File: src/rtl/decoder_nxm_seq.sv
// ============================================================================
//  Module   : decoder_nxm_seq
//  Purpose  : Registered SEL_W-to-NUM_OUT one-hot decoder with an auto-scan
//             mode that steps the active line through all outputs, dwelling
//             DWELL cycles on each (display multiplexing / strobe driving).
//  Ports    : clk   - clock, rising edge
//             rst_n - synchronous active-low reset
//             en    - enable; 0 drives all output lines inactive
//             mode  - 0 = direct decode of sel, 1 = auto scan
//             sel   - select index (direct mode only)
//             o     - one-hot output, registered
//             idx   - index currently driven, registered
//             err   - sel out of range (direct mode), registered
//             wrap  - one-cycle pulse when the scan returns to index 0
//  Options  : define DEC_ACTIVE_LOW_EN to drive o active-low (active line 0,
//             inactive lines 1). idx/err/wrap are unaffected.
//  Revision : 1.0 - initial release
// ============================================================================
`default_nettype none

module decoder_nxm_seq #(
  parameter int SEL_W   = 2,
  parameter int NUM_OUT = 4,
  parameter int DWELL   = 4
) (
  input  logic               clk,
  input  logic               rst_n,
  input  logic               en,
  input  logic               mode,
  input  logic [SEL_W-1:0]   sel,
  output logic [NUM_OUT-1:0] o,
  output logic [SEL_W-1:0]   idx,
  output logic               err,
  output logic               wrap
);

  // Dwell counter only has to reach DWELL-1; keep at least one bit so the
  // DWELL=1 build still has a legal (constant-zero) register.
  localparam int CNT_W = (DWELL > 1) ? $clog2(DWELL) : 1;

  localparam logic [CNT_W-1:0]   CNT_MAX   = CNT_W'(DWELL - 1);
  localparam logic [CNT_W-1:0]   CNT_ONE   = CNT_W'(1);
  localparam logic [SEL_W-1:0]   IDX_LAST  = SEL_W'(NUM_OUT - 1);
  localparam logic [SEL_W-1:0]   IDX_ONE   = SEL_W'(1);
  localparam logic [NUM_OUT-1:0] OH_FIRST  = NUM_OUT'(1);
  // One extra bit so NUM_OUT = 2^SEL_W is representable in the range check.
  localparam logic [SEL_W:0]     NUM_OUT_V = (SEL_W + 1)'(NUM_OUT);

  typedef enum logic [1:0] {
    ST_OFF    = 2'd0,
    ST_DIRECT = 2'd1,
    ST_SCAN   = 2'd2
  } state_t;

  state_t             r_state;
  logic [NUM_OUT-1:0] r_onehot;
  logic [SEL_W-1:0]   r_idx;
  logic               r_err;
  logic               r_wrap;
  logic [CNT_W-1:0]   r_cnt;

  state_t             w_state_nxt;
  logic [NUM_OUT-1:0] w_onehot_nxt;
  logic [SEL_W-1:0]   w_idx_nxt;
  logic               w_err_nxt;
  logic               w_wrap_nxt;
  logic [CNT_W-1:0]   w_cnt_nxt;
  logic               w_sel_ok;

  assign w_sel_ok = ({1'b0, sel} < NUM_OUT_V);

  // --------------------------------------------------------------------------
  // State and output registers
  // --------------------------------------------------------------------------
  always_ff @(posedge clk) begin
    if (!rst_n) begin
      r_state  <= ST_OFF;
      r_onehot <= '0;
      r_idx    <= '0;
      r_err    <= 1'b0;
      r_wrap   <= 1'b0;
      r_cnt    <= '0;
    end else begin
      r_state  <= w_state_nxt;
      r_onehot <= w_onehot_nxt;
      r_idx    <= w_idx_nxt;
      r_err    <= w_err_nxt;
      r_wrap   <= w_wrap_nxt;
      r_cnt    <= w_cnt_nxt;
    end
  end

  // --------------------------------------------------------------------------
  // Next-state / next-output logic. The state is chosen fresh each cycle from
  // en/mode; r_state only remembers where we were so that scan entry can be
  // distinguished from steady-state scanning.
  // --------------------------------------------------------------------------
  always_comb begin
    w_state_nxt  = ST_OFF;
    w_onehot_nxt = '0;
    w_idx_nxt    = r_idx;
    w_err_nxt    = 1'b0;
    w_wrap_nxt   = 1'b0;
    w_cnt_nxt    = '0;

    if (en) begin
      w_state_nxt = mode ? ST_SCAN : ST_DIRECT;
    end

    unique case (w_state_nxt)
      ST_DIRECT: begin
        if (w_sel_ok) begin
          w_onehot_nxt = OH_FIRST << sel;
          w_idx_nxt    = sel;
        end else begin
          // Out-of-range select: blank the lines and keep the last index.
          w_err_nxt    = 1'b1;
        end
      end

      ST_SCAN: begin
        if (r_state != ST_SCAN) begin
          // Entry always restarts at line 0 without a wrap pulse.
          w_onehot_nxt = OH_FIRST;
          w_idx_nxt    = '0;
        end else if (r_cnt == CNT_MAX) begin
          if (r_idx == IDX_LAST) begin
            w_onehot_nxt = OH_FIRST;
            w_idx_nxt    = '0;
            w_wrap_nxt   = 1'b1;
          end else begin
            w_onehot_nxt = {r_onehot[NUM_OUT-2:0], 1'b0};
            w_idx_nxt    = r_idx + IDX_ONE;
          end
        end else begin
          w_onehot_nxt = r_onehot;
          w_cnt_nxt    = r_cnt + CNT_ONE;
        end
      end

      default: begin
        // ST_OFF: defaults above (lines off, idx held).
      end
    endcase
  end

  // --------------------------------------------------------------------------
  // Output stage: only the polarity of o differs between builds.
  // --------------------------------------------------------------------------
`ifdef DEC_ACTIVE_LOW_EN
  assign o = ~r_onehot;
`else
  assign o = r_onehot;
`endif

  assign idx  = r_idx;
  assign err  = r_err;
  assign wrap = r_wrap;

endmodule

`default_nettype wire

File: config.mk
export PLATFORM = sky130hd
export DESIGN_NAME = decoder_nxm_seq
export DESIGN_NICKNAME = d
export VERILOG_FILES = /design/src/rtl/decoder_nxm_seq.sv
export SDC_FILE = /design/constraint.sdc
export NUM_CORES = 1
export LEC_CHECK = 0
export ABC_AREA = 0
export CELL_PAD_IN_SITES_DETAIL_PLACEMENT = 0
export CELL_PAD_IN_SITES_GLOBAL_PLACEMENT = 1
export CORE_ASPECT_RATIO = 1.1
export CORE_MARGIN = 2
export CORE_UTILIZATION = 31
export CTS_BUF_LIST = sky130_fd_sc_hd__clkbuf_8 sky130_fd_sc_hd__clkbuf_16
export DETAILED_ROUTE_END_ITERATION = 8
export PLACE_DENSITY = 0.7
export SYNTH_ARGS = -nofsm -noshare
export SYNTH_HDL_FRONTEND = slang
export SYNTH_SLANG_ARGS = --single-unit
File: constraint.sdc
create_clock -name clk -period 1.4 [get_ports clk]
set_clock_uncertainty 0.1 [all_clocks]
set_input_delay 0.28 -clock clk [delete_from_list [all_inputs] [get_ports clk]]
set_output_delay 0.28 -clock clk [all_outputs]
set_load 0.005 [all_outputs]
==> out/metrics.yaml, run 1 <==
synthTopCellsByCount: "11 x dfxtp_1, 6 x inv_1, 3 x nor3_1, 3 x o2bb2ai_1"
syn_inst: 53
drive_gt1_share_pct: 37.18
drt_iter0_markers: 1
synth_top_area_share_pct: 40.18
cts_buffers: 3
rsz0062_at_grt: "no"
grt_usage_pct: 14.56
clkTransAtPathRegs_ns: 0.05
area.growth.synth_to_final_pct: 49.54
die_x_um: 44.09
synth_cell_types: 25
synth_most_common_cell: "dfxtp_1"
min_to: "r_cnt[0]"
worstRegToRegCells: 4
overflow: 0
dpl.hpwl_um: 985.1
antennaDiodeCount: 0
coreArea_um2: 1614
globalplace.congestion: 0.7379
ys_ff_latch: 11
dieArea_um2: 2121
worstSetupStartpointType: "register"
r2r_end: "idx[0]"
hold_class: "register to register"
portBuffers: 12
syn-cell-area_um2: 548.0
postCtsSetupBuffers: 0
yosysWarnings: 0
synth-seq-area-share_pct: 40.18
syn_nets: 61
die_h_um: 48.10
yosys-top-cells-area: "dfxtp_1 40%, o2bb2ai_1 4.8%, ha_1 4.6%"
leakagePower_nw: 0.3594
wirelength_um: 1247
drtPass1Iterations: 2
hold_depth: 1
power.density_nw_per_um2: 905.7
cts.path.max_buffers: 2
irDropWorstVdd_v: 0.0005906
drtAntennaViolNets: 0
fmax_ghz: 0.7499
whs_ns: 0.3210
path_max_fanout: 4
fin_nets: 87
grt_pass1_wl_um: 2152
critPathKind: "register to register"
maxCapViolations: 0
io_pins: 14
slew_violations: 0
fp-row-count: 15
num-fill-cells: 158
cts_root_buffer: "clkbuf_8"
cts_sinks: 11
hold_viol: 0
cts_tree: "built"
synth_top_cell_by_area: "dfxtp_1"
async_flop_share_pct: 0
status: "finished clean"
arrival_ns: 1.39
setup-violations-final: 0
synthFlopType: "dfxtp_1"
hold_path_startpoint: "r_cnt[0]"
synth_edf_count: 0
antenna_found_initial: 0
power_w: 0.0007423
r2r_slack_ns: 0.07
drc: 0
grt_pass1_vias: 508
syn_area_per_cell_um2: 10.34
post-route-period-util_pct: 95.25
grt_max_degree: 7
start_util_pct: 33.95
wl_per_cell_um: 13.13
clk-insertion-delay-late_ns: 0.24
crit_required_ns: 1.45
htreeDepth: 1
via_per_inst: 5.200
crit_path_end_kind: "register"
min_period_ns: 1.334
vias: 494
hold_buffers: 0
rr_startpoint: "r_cnt[0]"
## stage by stage
stage                     instance area (µm²)  utilization, %  std cells  setup TNS, ns  setup slack [ns]
final                                   819.5           50.78         95              0           0.06646
after detailed placement                753.2           46.67         91         -2.448           -0.3990
after global placement                  753.2           46.67         91         -2.218           -0.3482
after global routing                    819.5           50.78         95              0          0.003793
after floorplan                         548.0               -         53              0           0.06823
after CTS                               807.0           50.00         95              0          0.004029
## worst max-delay path: stages, from the launching register on
cell and delay, ns:
dfxtp_1 0.31, ha_1 0.22, nand4bb_4 0.22, and2_4 0.18, a211oi_2 0.21
## worst max path at each step
stage / from / endpoint / cells after the start
final: r_cnt[0] / idx[0] / 4
after global routing: r_cnt[0] / r_cnt[1] / 5
after CTS: r_cnt[0] / idx[1] / 4
after detailed placement: mode / idx[0] / 4
after global placement: mode / idx[1] / 4
after floorplan: r_cnt[0] / idx[1] / 4
## registers in the layout, summed over array words and instances, names as in the netlist
signal / count
o: 4
idx: 2
r_cnt: 2
r_state: 2
wrap: 1
## layer usage
layer,vias up,part of all wire [%],global-route usage (%)
met5,-,0,0
met4,0,3.2,12.12
met3,5,4.0,3.704
met2,12,48,22.65
met1,227,45,17.19
li1,250,-,-
## cell usage in the layout (no fill, tap or decap), drive strengths merged
master and instances:
nor4 1, a211oi 2, nor3b 2, conb 1, dlygate4sd2 8, ha 2, buf 12, and2 2
nand4b 1, a21oi 2, nor3 3, inv 7, nand4bb 2, a2bb2oi 1, o2bb2ai 3, nand3 2
nand3b 1, clkdlybuf4s50 3, clkbuf 3, a32oi 2, nor2 1, dfxtp 11, and3 1, clkdlybuf4s15 1
o32a 3, and4b 1
## cell type report
class                           instances  area [µm²]  area share (%)
Clock buffer                            3       41.29           5.038
Timing Repair Buffer                   24       200.2           24.43
Inverter                                6       22.52           2.748
Sequential cell                        11       225.2           27.48
Multi-Input combinational cell         33       305.3           37.25
Clock inverter                          1       3.754          0.4580
Tap cell                               17       21.27           2.595
## cells by family after synthesis
logic type	count (synthesis)	synth area share (%)
simple gates	17	24.66
flops	11	40.18
other cells	1	0.6843
compound gates	13	21.01
fa+ha+maj	2	4.565
buf+inv	9	8.903
## power by group
group           total, W  internal (W)  switching, W
logic          0.0000995     0.0000571     0.0000425
clock network   0.000309      0.000192      0.000117
registers       0.000333      0.000324    0.00000884
## what timing repair did
action                     4_1_cts  5_1_grt
setup endpoints to repair       14        2
pin swaps                        0        3
resized for setup               13        5
(Power assumes the default switching activity.)
==> inputs of run 2 (changes only) <==
--- a/config.mk
+++ b/config.mk
@@ -14,6 +14,7 @@
 export CTS_BUF_LIST = sky130_fd_sc_hd__clkbuf_8 sky130_fd_sc_hd__clkbuf_16
 export DETAILED_ROUTE_END_ITERATION = 8
 export PLACE_DENSITY = 0.7
+export SLEW_MARGIN = 5
 export SYNTH_ARGS = -nofsm -noshare
 export SYNTH_HDL_FRONTEND = slang
 export SYNTH_SLANG_ARGS = --single-unit
==> results of run 2 <==
No change in the layout: final DEF, timing and power equal those of run 1.
==> inputs of run 3 (changes only) <==
--- a/config.mk
+++ b/config.mk
@@ -6,6 +6,7 @@
 export NUM_CORES = 1
 export LEC_CHECK = 0
 export ABC_AREA = 0
+export ABC_CLOCK_PERIOD_IN_PS = 1400
 export CELL_PAD_IN_SITES_DETAIL_PLACEMENT = 0
 export CELL_PAD_IN_SITES_GLOBAL_PLACEMENT = 1
 export CORE_ASPECT_RATIO = 1.1
@@ -13,7 +14,8 @@
 export CORE_UTILIZATION = 31
 export CTS_BUF_LIST = sky130_fd_sc_hd__clkbuf_8 sky130_fd_sc_hd__clkbuf_16
 export DETAILED_ROUTE_END_ITERATION = 8
-export PLACE_DENSITY = 0.7
+export PLACE_DENSITY = 0.69
+export SETUP_SLACK_MARGIN = 0.02
 export SLEW_MARGIN = 5
 export SYNTH_ARGS = -nofsm -noshare
 export SYNTH_HDL_FRONTEND = slang
==> run 3 against run 2 <==
Effect of this change:
- clock-buffer cell count unchanged
- clock power about the same
- first-iteration DRC count increased to 6.0 times the previous value
- critical path type unchanged
- largest cell class unchanged
- highest routed layer unchanged
==> out/metrics.yaml, run 3 (same netlist as run 1, synthesis figures left out) <==
min_period_ns: 1.314  # was 1.334 ns
switchingPower_w: 0.0001672  # was 0.0001685 W
cts.path.max_buffers: 2  # unchanged
io_pins: 14  # unchanged
path_max_fanout: 4  # unchanged
r2r_end: "idx[1]"  # was idx[0]
arrival_ns: 1.33  # was 1.39 ns
globalplace.congestion: 0.7092  # was 0.7379
crit_path_end_kind: "register"  # unchanged
slowest_stage: "dfxtp_1"  # unchanged
die_h_um: 48.10  # unchanged
grt_pass1_wl_um: 1994  # was 2152 µm
fp-row-count: 15  # unchanged
p_seq_share_pct: 45.3  # was 44.9%
htreeDepth: 1  # unchanged
status: "finished clean"  # unchanged
rr_startpoint: "r_cnt[0]"  # unchanged
crit_required_ns: 1.42  # was 1.45 ns
place_ws_ns: -0.3538  # was -0.3990 ns
p_comb_share_pct: 12.4  # was 13.4%
slowest_delay_ns: 0.31  # about the same
grt_max_degree: 8  # was 7
wirelength_um: 1234  # was 1247 µm
layout.cells.most_common_list: "10 x buf_4, 9 x dlygate4sd2_1, 7 x inv_1, 7 x dfxtp_1, 4 x dfxtp_2"  # was 12 x buf_4, 8 x dlygate4sd2_1, 7 x inv_1, 7 x dfxtp_1, 4 x dfxtp_2
maxCapViolations: 0  # unchanged
irDropWorstVdd_v: 0.0004148  # was 0.0005906 V
dieArea_um2: 2121  # unchanged
setup_ws_ns: 0.08563  # was 0.06646 ns
hold_buffers: 0  # unchanged
worstRegToRegCells: 5  # was 4
cts_buffers: 3  # unchanged
antennaDiodeCount: 0  # unchanged
cts_tree: "built"  # unchanged
overflow: 0  # unchanged
r2r_slack_ns: 0.09  # was 0.07 ns
hold_class: "register to register"  # unchanged
multi_input_area_um2: 300.3  # was 305.3 µm²
drt_iter0_markers: 6  # was 1
area.sequential_um2: 225.2  # unchanged
drtAntennaViolNets: 0  # unchanged
vias: 471  # was 494
drtPass1Iterations: 4  # was 2
fmax_ghz: 0.7608  # was 0.7499 GHz
hold_path_startpoint: "r_cnt[0]"  # unchanged
drive_gt1_share_pct: 34.21  # was 37.18%
coreArea_um2: 1614  # unchanged
portBuffers: 12  # unchanged
p_int_w: 0.0005674  # was 0.0005738 W
drc: 0  # unchanged
hold_depth: 1  # unchanged
cts_sinks: 11  # unchanged
die_x_um: 44.09  # unchanged
clkTransAtPathRegs_ns: 0.05  # about the same
min_to: "r_cnt[0]"  # unchanged
num-fill-cells: 161  # was 158
cts_root_buffer: "clkbuf_8"  # unchanged
final_common_cell: "buf_4"  # unchanged
largest_reg_flops: 4  # unchanged
fin_nets: 85  # was 87
start_util_pct: 33.95  # unchanged
post-route-period-util_pct: 93.88  # was 95.25%
worstSetupStartpointType: "register"  # unchanged
grt_usage_pct: 13.37  # was 14.56%
via_per_inst: 5.065  # was 5.200
clk-insertion-delay-late_ns: 0.24  # about the same
path_cells: "ha_1 > nand4bb_4 > buf_4 > a21oi_1 > a211oi_1"  # was ha_1 > nand4bb_4 > and2_4 > a211oi_2
slew_violations: 0  # unchanged
dpl.hpwl_um: 923.4  # was 985.1 µm
fin_cells: 93  # was 95
critPathKind: "register to register"  # unchanged
hold_viol: 0  # unchanged
wl_per_cell_um: 13.27  # was 13.13 µm
rsz0062_at_grt: "yes"  # was no
power.density_nw_per_um2: 920.2  # was 905.7 nW/µm²
cp-startpoint: "r_cnt[0]"  # unchanged
area.growth.synth_to_final_pct: 45.66  # was 49.54%
p_sw_share_pct: 22.76  # was 22.70%
setup-violations-final: 0  # unchanged
placed_cells: 89  # was 91
grt_pass1_vias: 465  # was 508
leakagePower_nw: 0.3479  # was 0.3594 nW
pwr-share-clk_pct: 42.3  # was 41.7%
postCtsSetupBuffers: 0  # unchanged
whs_ns: 0.3442  # was 0.3210 ns
antenna_found_initial: 0  # unchanged
## run 3: cell types whose count changed in the layout (fill, tap and decap cells not counted)
cell	previous run	this run
buf_4	12	10
a211oi_1	0	1
a211oi_2	2	1
clkdlybuf4s15_1	1	0
dlygate4sd2_1	8	9
## run 3: per-stage QoR
stage | TNS [ns] | util [%] | total power [W] | cell area [µm²]
6_report | 0 | 49.46 | 0.0007346 | 798.3
5_1_grt | 0 | 49.46 | 0.0007662 | 798.3
3_3_place_gp | -2.147 | 45.74 | 0.0004302 | 738.2
4_1_cts | 0 | 49.07 | 0.0007389 | 792.0
2_1_floorplan | 0 | - | 0.0003837 | 548.0
3_5_place_dp | -2.330 | 45.74 | 0.0004302 | 738.2
## run 3: area by class of cell
cell class,instances,share of cell area [%]
Tap cell,17,2.665
Sequential cell,11,28.21
Multi-Input combinational cell,33,37.62
Timing Repair Buffer,22,23.04
Clock buffer,3,5.172
Clock inverter,1,0.4702
Inverter,6,2.821
## run 3: what timing repair did
item / CTS / global route
resized for setup: 13 / 3
endpoints found under the setup margin: 15 / 2
pin swaps: 0 / 1
## run 3: critical path, delay by kind of cell (launching register included)
family | cells | cell delay [ns]
flops | 1 | 0.31
buf+inv | 1 | 0.16
compound gates | 2 | 0.19
fa+ha+maj | 1 | 0.21
simple gates | 1 | 0.22
## run 3: layer usage
layer / part of all wire (%) / routed length [µm] / global-route usage [%]
met1: 51 / 625 / 16.74
met2: 44 / 538 / 21.47
met3: 4.3 / 53 / 3.333
met4: 1.4 / 17 / 7.273
met5: 0 / 0 / 0
## run 3: power groups by stage
stage | clock network (W) | registers [W] | logic, W
after floorplan | 0 | 0.000336 | 0.0000472
after global placement | 0 | 0.000337 | 0.0000931
after detailed placement | 0 | 0.000337 | 0.0000929
after CTS | 0.000317 | 0.000332 | 0.0000892
after global routing | 0.000333 | 0.000334 | 0.0000995
final | 0.000311 | 0.000333 | 0.0000907
## run 3: worst max path at each step
stage	cells after the start	endpoint	slack [ns]
after floorplan	4	idx[1]	0.07
after global placement	4	idx[1]	-0.34
after detailed placement	4	idx[0]	-0.35
after CTS	4	idx[1]	0.03
after global routing	4	idx[0]	0.02
final	5	idx[1]	0.09
